<file path="config.mk">
export PLATFORM = sky130hd
export DESIGN_NAME = mac_accum_ctrl_flat
export DESIGN_NICKNAME = d
export VERILOG_FILES = /design/src/rtl/mac_accum_ctrl_pkg.sv /design/src/rtl/mac_accum_ctrl_if.sv /design/src/rtl/mac_accum_ctrl_acc_pipe.sv /design/src/rtl/mac_accum_ctrl.sv /design/src/flat_wrapper.sv
export SDC_FILE = /design/constraint.sdc
export NUM_CORES = 1
export LEC_CHECK = 0
export ABC_CLOCK_PERIOD_IN_PS = 7100
export CAP_MARGIN = 20
export CORE_ASPECT_RATIO = 1.25
export CORE_MARGIN = 3
export CORE_UTILIZATION = 51
export DETAILED_ROUTE_END_ITERATION = 8
export GPL_ROUTABILITY_DRIVEN = 0
export GPL_TIMING_DRIVEN = 0
export PLACE_DENSITY = 0.81
export REMOVE_ABC_BUFFERS = 1
export SYNTH_ARGS = -nofsm -noshare
export SYNTH_HDL_FRONTEND = slang
export SYNTH_SLANG_ARGS = --single-unit
export TNS_END_PERCENT = 10
</file>
<file path="constraint.sdc">
create_clock -name clk -period 7.1 [get_ports clk]
set_input_delay 1.065 -clock clk [delete_from_list [all_inputs] [get_ports clk]]
set_output_delay 1.065 -clock clk [all_outputs]
set_load 0.005 [all_outputs]
</file>
<file path="src/rtl/mac_accum_ctrl_pkg.sv">
// Shared constants, state encoding and lane helpers for the MAC accumulate controller.
package mac_accum_ctrl_pkg;

  localparam int MAC_MIN_WIDTH  = 8;
  localparam int MAC_CONF_WIDTH = 2;
  localparam int MAC_MULT_WIDTH = 4 * MAC_MIN_WIDTH;
  localparam int MAC_INT_WIDTH  = MAC_MULT_WIDTH + MAC_MIN_WIDTH;

  localparam logic [MAC_CONF_WIDTH-1:0] MAC_SINGLE = 2'd0;
  localparam logic [MAC_CONF_WIDTH-1:0] MAC_DUAL   = 2'd1;
  localparam logic [MAC_CONF_WIDTH-1:0] MAC_QUAD   = 2'd2;

  typedef enum logic [1:0] {
    MAC_ACC_IDLE  = 2'd0,
    MAC_ACC_RUN   = 2'd1,
    MAC_ACC_DRAIN = 2'd2,
    MAC_ACC_DONE  = 2'd3
  } mac_acc_state_e;

  function automatic logic mode_is_valid(input logic [MAC_CONF_WIDTH-1:0] mode);
    return (mode == MAC_SINGLE) || (mode == MAC_DUAL) || (mode == MAC_QUAD);
  endfunction

  // Narrow modes occupy the top lanes; lanes a mode does not use read as zero.
  function automatic logic [MAC_MULT_WIDTH-1:0] gate_lanes(
    input logic [MAC_CONF_WIDTH-1:0] mode,
    input logic [MAC_MULT_WIDTH-1:0] a
  );
    logic [MAC_MULT_WIDTH-1:0] g;
    g = '0;
    case (mode)
      MAC_SINGLE: g[MAC_MULT_WIDTH-1 -: MAC_MIN_WIDTH]     = a[MAC_MULT_WIDTH-1 -: MAC_MIN_WIDTH];
      MAC_DUAL:   g[MAC_MULT_WIDTH-1 -: 2*MAC_MIN_WIDTH]   = a[MAC_MULT_WIDTH-1 -: 2*MAC_MIN_WIDTH];
      MAC_QUAD:   g                                        = a;
      default:    g                                        = '0;
    endcase
    return g;
  endfunction

endpackage

</file>
<file path="src/rtl/mac_accum_ctrl_if.sv">
// Job-descriptor, operand-beat, datapath and result signals of the MAC accumulate controller.
interface mac_accum_ctrl_if
  import mac_accum_ctrl_pkg::*;
#(
  parameter int ACC_W = 48,
  parameter int LEN_W = 16
);
  logic                      cfg_valid;
  logic                      cfg_ready;
  logic [MAC_CONF_WIDTH-1:0] cfg_mode;
  logic [LEN_W-1:0]          cfg_len;

  logic                      in_valid;
  logic                      in_ready;
  logic [MAC_MULT_WIDTH-1:0] in_a;
  logic [MAC_MIN_WIDTH-1:0]  in_b;

  logic [MAC_MIN_WIDTH-1:0]  mul_a0;
  logic [MAC_MIN_WIDTH-1:0]  mul_a1;
  logic [MAC_MIN_WIDTH-1:0]  mul_a2;
  logic [MAC_MIN_WIDTH-1:0]  mul_a3;
  logic [MAC_MIN_WIDTH-1:0]  mul_b;
  logic [MAC_CONF_WIDTH-1:0] mul_cfg;
  logic [MAC_INT_WIDTH-1:0]  mul_c;

  logic                      out_valid;
  logic                      out_ready;
  logic [ACC_W-1:0]          out_acc;
  logic                      out_err;
  logic                      busy;

  modport slave (
    input  cfg_valid, cfg_mode, cfg_len, in_valid, in_a, in_b, mul_c, out_ready,
    output cfg_ready, in_ready, mul_a0, mul_a1, mul_a2, mul_a3, mul_b, mul_cfg,
           out_valid, out_acc, out_err, busy
  );

  modport master (
    output cfg_valid, cfg_mode, cfg_len, in_valid, in_a, in_b, mul_c, out_ready,
    input  cfg_ready, in_ready, mul_a0, mul_a1, mul_a2, mul_a3, mul_b, mul_cfg,
           out_valid, out_acc, out_err, busy
  );

endinterface

</file>
<file path="src/rtl/mac_accum_ctrl_acc_pipe.sv">
// Two-stage product/accumulate pipe: registers the datapath product, then adds it
// into a wrapping unsigned accumulator.
module mac_acc_pipe
  import mac_accum_ctrl_pkg::*;
#(
  parameter int ACC_W = 48
) (
  input  logic                     clk,
  input  logic                     rst,
  input  logic                     en,
  input  logic                     i_vld,
  input  logic [MAC_INT_WIDTH-1:0] i_mul_c,
  input  logic                     i_clr,
  output logic [ACC_W-1:0]         o_acc,
  output logic                     o_busy
);

  logic                     r_vld_p0;
  logic                     r_vld_p1;
  logic [MAC_INT_WIDTH-1:0] r_prod_p1;
  logic [ACC_W-1:0]         r_acc_p2;

  function automatic logic [ACC_W-1:0] acc_add(
    input logic [ACC_W-1:0]         acc,
    input logic [MAC_INT_WIDTH-1:0] prod
  );
    return acc + ACC_W'(prod);
  endfunction

  // p0: operands are on the datapath; p1: product captured from mul_c
  always_ff @(posedge clk or posedge rst) begin
    if (rst) begin
      r_vld_p0  <= 1'b0;
      r_vld_p1  <= 1'b0;
      r_prod_p1 <= '0;
    end else if (en) begin
      r_vld_p0 <= i_vld;
      r_vld_p1 <= r_vld_p0;
      if (r_vld_p0)
        r_prod_p1 <= i_mul_c;
    end
  end

  // p2: accumulate
  always_ff @(posedge clk or posedge rst) begin
    if (rst) begin
      r_acc_p2 <= '0;
    end else if (en) begin
      if (i_clr)
        r_acc_p2 <= '0;
      else if (r_vld_p1)
        r_acc_p2 <= acc_add(r_acc_p2, r_prod_p1);
    end
  end

  // The product stage always retires on the next enabled edge, so only beats
  // that have not reached it yet keep the pipe busy.
  assign o_busy = i_vld | r_vld_p0;
  assign o_acc  = r_acc_p2;

endmodule

</file>
<file path="src/rtl/mac_accum_ctrl.sv">
// Sequencing controller for the four-lane MAC datapath: accepts a job, streams
// gated operand beats to the multiplier and returns one accumulated result.
module mac_accum_ctrl
  import mac_accum_ctrl_pkg::*;
#(
  parameter int ACC_W = 48,
  parameter int LEN_W = 16
) (
  input  logic             clk,
  input  logic             rst,
  input  logic             en,
  mac_accum_ctrl_if.slave  bus
);

  mac_acc_state_e            r_state;
  mac_acc_state_e            w_state_nxt;
  logic [LEN_W-1:0]          r_remain;
  logic [MAC_CONF_WIDTH-1:0] r_mode;
  logic                      r_err;
  logic [MAC_MULT_WIDTH-1:0] r_lanes;
  logic [MAC_MIN_WIDTH-1:0]  r_b;

  logic                      w_cfg_ready;
  logic                      w_in_ready;
  logic                      w_cfg_fire;
  logic                      w_in_fire;
  logic                      w_cfg_bad;
  logic                      w_pipe_busy;
  logic [ACC_W-1:0]          w_acc;

  assign w_cfg_fire = bus.cfg_valid & w_cfg_ready;
  assign w_in_fire  = bus.in_valid & w_in_ready;
  assign w_cfg_bad  = !mode_is_valid(bus.cfg_mode);

  always_ff @(posedge clk or posedge rst) begin
    if (rst)
      r_state <= MAC_ACC_IDLE;
    else if (en)
      r_state <= w_state_nxt;
  end

  always_comb begin
    w_state_nxt = r_state;
    case (r_state)
      MAC_ACC_IDLE:
        if (w_cfg_fire)
          w_state_nxt = (w_cfg_bad || bus.cfg_len == '0) ? MAC_ACC_DONE : MAC_ACC_RUN;
      MAC_ACC_RUN:
        if (w_in_fire && r_remain == LEN_W'(1))
          w_state_nxt = MAC_ACC_DRAIN;
      MAC_ACC_DRAIN:
        if (!w_pipe_busy)
          w_state_nxt = MAC_ACC_DONE;
      MAC_ACC_DONE:
        if (bus.out_ready)
          w_state_nxt = MAC_ACC_IDLE;
      default:
        w_state_nxt = MAC_ACC_IDLE;
    endcase
  end

  // cfg_ready is also held low while reset is asserted so every output reads zero.
  always_comb begin
    w_cfg_ready   = en && !rst && (r_state == MAC_ACC_IDLE);
    w_in_ready    = en && (r_state == MAC_ACC_RUN) && (r_remain != '0);
    bus.out_valid = (r_state == MAC_ACC_DONE);
    bus.busy      = (r_state != MAC_ACC_IDLE);
  end

  assign bus.cfg_ready = w_cfg_ready;
  assign bus.in_ready  = w_in_ready;

  // Job descriptor latch
  always_ff @(posedge clk or posedge rst) begin
    if (rst) begin
      r_mode   <= '0;
      r_err    <= 1'b0;
      r_remain <= '0;
    end else if (en) begin
      if (w_cfg_fire) begin
        r_mode   <= bus.cfg_mode;
        r_err    <= w_cfg_bad;
        r_remain <= bus.cfg_len;
      end else if (w_in_fire) begin
        r_remain <= r_remain - LEN_W'(1);
      end
    end
  end

  // Operand stage: gated lanes presented to the datapath the cycle after acceptance
  always_ff @(posedge clk or posedge rst) begin
    if (rst) begin
      r_lanes <= '0;
      r_b     <= '0;
    end else if (en && w_in_fire) begin
      r_lanes <= gate_lanes(r_mode, bus.in_a);
      r_b     <= bus.in_b;
    end
  end

  mac_acc_pipe #(
    .ACC_W (ACC_W)
  ) u_pipe (
    .clk     (clk),
    .rst     (rst),
    .en      (en),
    .i_vld   (w_in_fire),
    .i_mul_c (bus.mul_c),
    .i_clr   (w_cfg_fire),
    .o_acc   (w_acc),
    .o_busy  (w_pipe_busy)
  );

  assign bus.mul_a0  = r_lanes[0*MAC_MIN_WIDTH +: MAC_MIN_WIDTH];
  assign bus.mul_a1  = r_lanes[1*MAC_MIN_WIDTH +: MAC_MIN_WIDTH];
  assign bus.mul_a2  = r_lanes[2*MAC_MIN_WIDTH +: MAC_MIN_WIDTH];
  assign bus.mul_a3  = r_lanes[3*MAC_MIN_WIDTH +: MAC_MIN_WIDTH];
  assign bus.mul_b   = r_b;
  assign bus.mul_cfg = r_mode;
  assign bus.out_acc = w_acc;
  assign bus.out_err = r_err;

endmodule

</file>
<file path="src/flat_wrapper.sv">
// flat-port wrapper written by rule: the top's interface ports become plain ports
module mac_accum_ctrl_flat import mac_accum_ctrl_pkg::*;
#(
  parameter int ACC_W = 48,
  parameter int LEN_W = 16
)
  (clk, rst, en, bus_cfg_valid, bus_cfg_mode, bus_cfg_len, bus_in_valid, bus_in_a, bus_in_b, bus_mul_c, bus_out_ready, bus_cfg_ready, bus_in_ready, bus_mul_a0, bus_mul_a1, bus_mul_a2, bus_mul_a3, bus_mul_b, bus_mul_cfg, bus_out_valid, bus_out_acc, bus_out_err, bus_busy);
  mac_accum_ctrl_if #(.ACC_W(ACC_W), .LEN_W(LEN_W)) bus_i ();
  input  logic clk;
  input  logic rst;
  input  logic en;
  input wire logic [$bits(bus_i.cfg_valid)-1:0] bus_cfg_valid;
  input wire logic [$bits(bus_i.cfg_mode)-1:0] bus_cfg_mode;
  input wire logic [$bits(bus_i.cfg_len)-1:0] bus_cfg_len;
  input wire logic [$bits(bus_i.in_valid)-1:0] bus_in_valid;
  input wire logic [$bits(bus_i.in_a)-1:0] bus_in_a;
  input wire logic [$bits(bus_i.in_b)-1:0] bus_in_b;
  input wire logic [$bits(bus_i.mul_c)-1:0] bus_mul_c;
  input wire logic [$bits(bus_i.out_ready)-1:0] bus_out_ready;
  output wire logic [$bits(bus_i.cfg_ready)-1:0] bus_cfg_ready;
  output wire logic [$bits(bus_i.in_ready)-1:0] bus_in_ready;
  output wire logic [$bits(bus_i.mul_a0)-1:0] bus_mul_a0;
  output wire logic [$bits(bus_i.mul_a1)-1:0] bus_mul_a1;
  output wire logic [$bits(bus_i.mul_a2)-1:0] bus_mul_a2;
  output wire logic [$bits(bus_i.mul_a3)-1:0] bus_mul_a3;
  output wire logic [$bits(bus_i.mul_b)-1:0] bus_mul_b;
  output wire logic [$bits(bus_i.mul_cfg)-1:0] bus_mul_cfg;
  output wire logic [$bits(bus_i.out_valid)-1:0] bus_out_valid;
  output wire logic [$bits(bus_i.out_acc)-1:0] bus_out_acc;
  output wire logic [$bits(bus_i.out_err)-1:0] bus_out_err;
  output wire logic [$bits(bus_i.busy)-1:0] bus_busy;
  assign bus_i.cfg_valid = bus_cfg_valid;
  assign bus_i.cfg_mode = bus_cfg_mode;
  assign bus_i.cfg_len = bus_cfg_len;
  assign bus_i.in_valid = bus_in_valid;
  assign bus_i.in_a = bus_in_a;
  assign bus_i.in_b = bus_in_b;
  assign bus_i.mul_c = bus_mul_c;
  assign bus_i.out_ready = bus_out_ready;
  assign bus_cfg_ready = bus_i.cfg_ready;
  assign bus_in_ready = bus_i.in_ready;
  assign bus_mul_a0 = bus_i.mul_a0;
  assign bus_mul_a1 = bus_i.mul_a1;
  assign bus_mul_a2 = bus_i.mul_a2;
  assign bus_mul_a3 = bus_i.mul_a3;
  assign bus_mul_b = bus_i.mul_b;
  assign bus_mul_cfg = bus_i.mul_cfg;
  assign bus_out_valid = bus_i.out_valid;
  assign bus_out_acc = bus_i.out_acc;
  assign bus_out_err = bus_i.out_err;
  assign bus_busy = bus_i.busy;
  mac_accum_ctrl #(.ACC_W(ACC_W), .LEN_W(LEN_W)) u_core (.clk(clk), .rst(rst), .en(en), .bus(bus_i));
endmodule
</file>
# After elaboration in Yosys (flattened, before gate mapping)
# Cells that the tools add are included.
# totals
inputBits	104
reg_bits	151
out_inout_bits	95
word_cells	66
# op_classes
muxes	13
addsub	2
eq_ne	12
reduce_logical	26
bitwise	3
# op_table
cell	count
2-to-1 mux 48 bit	2
adder 48 x 40 -> 48 bit	1
2-to-1 mux 16 bit	3
== test 16 x 1 -> 1 bit (second input constant)	1
zero test 16 bit	1
2-to-1 mux 8 bit	2
nonzero test 16 bit	1
subtractor 16 x 1 -> 16 bit (second input constant)	1
2-to-1 mux 2 bit	5
== test 2 bit (second input constant)	4
case mux 2 bit (4 select lines)	1
AND reduction 2 bit	4
== test 2 x 1 -> 1 bit (second input constant)	3
logical AND 1 bit	6
zero test 2 bit	3
!= test 2 bit (second input constant)	3
nonzero test 2 bit	3
AND reduction 5 bit	1
logical OR 1 bit	3
OR reduction 3 bit	1
AND 1 bit	2
zero test 1 bit	2
!= test 2 x 1 -> 1 bit (second input constant)	1
OR reduction 2 bit	1
bitwise OR 1 bit	1

# Longest topological paths before layout
# depth
ltp_word	8
mapped_depth	11
mapped_depth_nobuf	10

# Modules after synthesis
# A second synthesis with hierarchy kept.
# unflattened
cells_unflattened	881
hier_area_um2	8446.9
# by_module_without_submodules
module	seq_area_each_um2	instances	cells_each	area_each_um2
mac_acc_pipe	2252.2	1	554	5481.5
mac_accum_ctrl	1526.5	1	327	2965.3

# Worst setup path after synthesis
# Ideal clock, no wire load.
# synth_timing
kind	input to register
startpoint	input rst
endpoint	register u_core.u_pipe.r_acc_p2[46] (netlist: u_core.u_pipe.o_acc[46])
required_time_ns	6.961
setup_time_ns	0.139
path_buffers	2
stages	8
t_arrival_ns	5.757
path_slack_ns	1.204
cell_sequence	inv_1 > and3_1 > and2_1 > clkbuf_1 > clkbuf_1 > nor2_1 > a311oi_1 > o211ai_1
# synth_via
elab_chain_cells	6
word_cells_on_any_way	7
cone_classes	1 x mux; 1 x bitwise; 5 x reduce/logical
# synth_rtl
item	line_no	text
start: declaration	flat_wrapper.sv:10	input logic rst;
zero test 1 bit (no source line) (*)	n/a	
logical AND 1 bit (*) (2 in series)	mac_accum_ctrl.sv:64	w_cfg_ready = en && !rst && (r_state == MAC_ACC_IDLE);
named net bus_cfg_ready	flat_wrapper.sv:20	output wire logic [$bits(bus_i.cfg_ready)-1:0] bus_cfg_ready;
AND 1 bit (*)	mac_accum_ctrl.sv:31	assign w_cfg_fire = bus.cfg_valid & w_cfg_ready;
nonzero test 2 bit (no source line)	n/a	
AND reduction 2 bit (no source line)	n/a	
end signal: assignment	mac_accum_ctrl_acc_pipe.sv:52	r_acc_p2 <= acc_add(r_acc_p2, r_prod_p1);
end: declaration	mac_accum_ctrl_acc_pipe.sv:21	logic [ACC_W-1:0] r_acc_p2;
# The timed path passes the listed nets; every way through them passes the cells marked *.
# A chain may end at the register's enable or synchronous reset.

# Worst setup path after layout
# layout_timing
startpoint	input rst
endpoint	output bus_cfg_ready
# layout_via
elab_chain_cells	3
# layout_rtl
item	line_no
zero test 1 bit (no source line)	n/a
logical AND 1 bit (2 in series)	mac_accum_ctrl.sv:64
end: declaration	flat_wrapper.sv:20
# Every way passes these cells.

==> metrics.txt <==
post-route minimum period=4230 ps; met2 Usage GRT=42.8%; drt pass-1 iters=4; number of flops mapped to enable cells by yosys=0; status=finished clean; Initial Util=52.5%; Slew Viols, Final=0; max-cap violation count=0; commonest non-fill, non-tap cells in the layout=198 x clkdlybuf4s50_1, 171 x nand2_1, 151 x dfrtp_1; Die H=151 um; reg-to-reg slack, setup=3450 ps; clk_lat worst skew=420 ps; TritonCTS Buffers=17; Reg clk slew, reported paths=70 ps; CP Max Fanout=99; Area growth, synth to finish=32.9%; Static Leakage=5.14 nW; wire length per cell=16.9 um; H-tree Lvls=4; Hold Startpoint=u_core.r_lanes[3]; DR vias=7523; Worst Path Required=6030 ps; Worst Path Arrival=3160 ps; IO Pins=199; Worst setup EP type=output pin; actual slew at the worst max-slew pin=857 ps; synthesized area per cell=9.28 um^2; Total Routing Usage GR=24.8%; post-route clock period utilization=59.5%; instance count of the mapped netlist=927; most used routing layer=met2; relative slew slack=41.4%; buffers added on ports=198; Setup WS pre-CTS=2590 ps; initial antenna violation count=0; most common cell after layout, fill and taps aside=clkdlybuf4s50_1; vias in the first global route=7636; Synth Area in Compound Gates=16.4%; Netlist Area Pre-Place=8600 um^2; GRT overflow=0; fraction of registers with async set/reset=100%; DRC errors left=0; R2R depth=9; main combinational cell family by area after synthesis=simple AND/OR/NAND/NOR gates; core footprint=16400 um^2; total number of yosys warnings=0; post-synthesis simple-gate area fraction=18.6%; fin worst setup slack=2870 ps; register area share after synthesis=43.9%; Final Instance Area=11400 um^2; CTS max path bufs=2; hold path depth=2; RSZ-0062 raised after global routing=no; total power=0.00496 W; RR Startpoint=u_core.u_pipe.o_acc[7]; Routed Antenna Nets=0; Fillers=1303; largest net degree at the start of global routing=100; Core Rows=52; XOR/XNOR Fraction of Synth Area=4.58%; die area=18500 um^2; GR met1 Demand/Resource=28.7%; final WL=22600 um; routing usage on met3=9.08%; post-cts resize count=0; share of layout cells above drive strength 1=8.13%; clk sink count=151; Hold Crit Class=reg2reg; Synth Area in Adders=7.36%; fin cells=1335; endpoints failing setup=0; CTS Hold Buffers Added=0; crit start category=primary input; dpl cells=1302; Post-CTS Setup Inserts=0; first-pass GRT wire length=36600 um; chip width=122 um; Final Hold Viols=0; mux contribution to synthesized area=5.82%; antenna fix cells=0; maximum clock rate=237 MHz; placed inst area=10800 um^2; WS Path Type=in2out; Pwr Density=434 nW/um^2; via-per-instance ratio=5.64; library cells used by synthesis=59; clk root buf=clkbuf_16; Synth Flop Type=dfrtp_1; worst min-delay path endpoint=u_core.r_lanes[3]; clk_skew=8.19 ps; Layout Nets=1260; TritonCTS clock tree=built; register bit total from synthesis=151; hpwl dp=16500 um; IR drop worst, VDD=0.201 mV; Iter 0 DRT Violations=390; reg2reg end=u_core.u_pipe.o_acc[47]
## cells in the mapped netlist (all sizes together), types with 15 or more instances
| library cell | instances | area, um^2 |
|---|---|---|
| nand2 | 173 | 649 |
| dfrtp | 151 | 3780 |
| o21ai | 93 | 465 |
| ha | 49 | 613 |
| a21oi | 48 | 240 |
| nand3 | 41 | 205 |
| mux2 | 40 | 450 |
| nor2 | 30 | 113 |
| clkbuf | 29 | 109 |
| a21o | 27 | 203 |
| nand2b | 25 | 156 |
| xnor2 | 24 | 210 |
| inv | 22 | 82.6 |
| xor2 | 21 | 184 |
| buf | 16 | 92.6 |
| nor4 | 15 | 109 |
## stage by stage
| stage | setup TNS [ps] | hold WS (ps) | utilization, % |
|---|---|---|---|
| floorplan | 0 | 463 | - |
| global route | 0 | 489 | 69.7 |
| finish | 0 | 464 | 69.7 |
| detailed placement | 0 | 455 | 66.0 |
| CTS | 0 | 469 | 69.6 |
| global placement | -145460 | 449 | 65.0 |
## critical path: stages
cell	delay, ps
clkdlybuf4s50_1	480
inv_6	390
buf_16	440
and3_1	260
clkdlybuf4s50_1	510
## worst max path at each step
| stage | slack, ps | depth (start not counted) | end | startpoint |
|---|---|---|---|---|
| floorplan | 400 | 5 | u_core.u_pipe.o_acc[0] | rst |
| global placement | -2370 | 6 | u_core.u_pipe.o_acc[22] | rst |
| detailed placement | 2590 | 8 | u_core.u_pipe.o_acc[46] | en |
| CTS | 2770 | 5 | bus_cfg_ready | rst |
| global route | 2670 | 5 | bus_cfg_ready | rst |
| finish | 2870 | 5 | bus_cfg_ready | rst |
## flip-flops by register name (all words and copies together) (netlist names)
name,count
u_core.u_pipe.o_acc,48
u_core.u_pipe.r_prod_p1,40
u_core.r_lanes,32
u_core.r_remain,16
u_core.bus.mul_b,8
u_core.bus.mul_cfg,2
u_core.r_state,2
u_core.bus.out_err,1
u_core.u_pipe.r_vld_p0,1
u_core.u_pipe.r_vld_p1,1
## cells by family after synthesis
| logic type | count (synthesis) |
|---|---|
| flops | 151 |
| fa+ha+maj | 50 |
| compound gates | 230 |
| mux | 45 |
| simple gates | 339 |
| xor+xnor | 45 |
| buf+inv | 67 |
## power by group
group          leakage [nW]  internal (W)  total [W]  switching (W)
sequential             1.91       0.00122    0.00151       0.000283
combinational          2.95       0.00125    0.00254        0.00129
clock                 0.288      0.000553   0.000920       0.000366
total                  5.14       0.00303    0.00496        0.00194
## metal layers
layer / vias to the layer above / share of wire, %
met5: - / 0
met4: 0 / 2.2
met3: 39 / 8.4
met2: 255 / 49
met1: 3580 / 40
li1: 3649 / -
## cell type report
cell class / instances / area (um^2) / area share (%)
flip-flops and latches: 151 / 3780 / 33.1
multi-input cells: 709 / 4550 / 39.9
well taps: 216 / 270 / 2.37
repair buffers: 205 / 2150 / 18.8
inverters: 22 / 87.6 / 0.766
clock buffers: 20 / 437 / 3.82
clock inverters: 12 / 153 / 1.34
(Power assumes the default switching activity.)
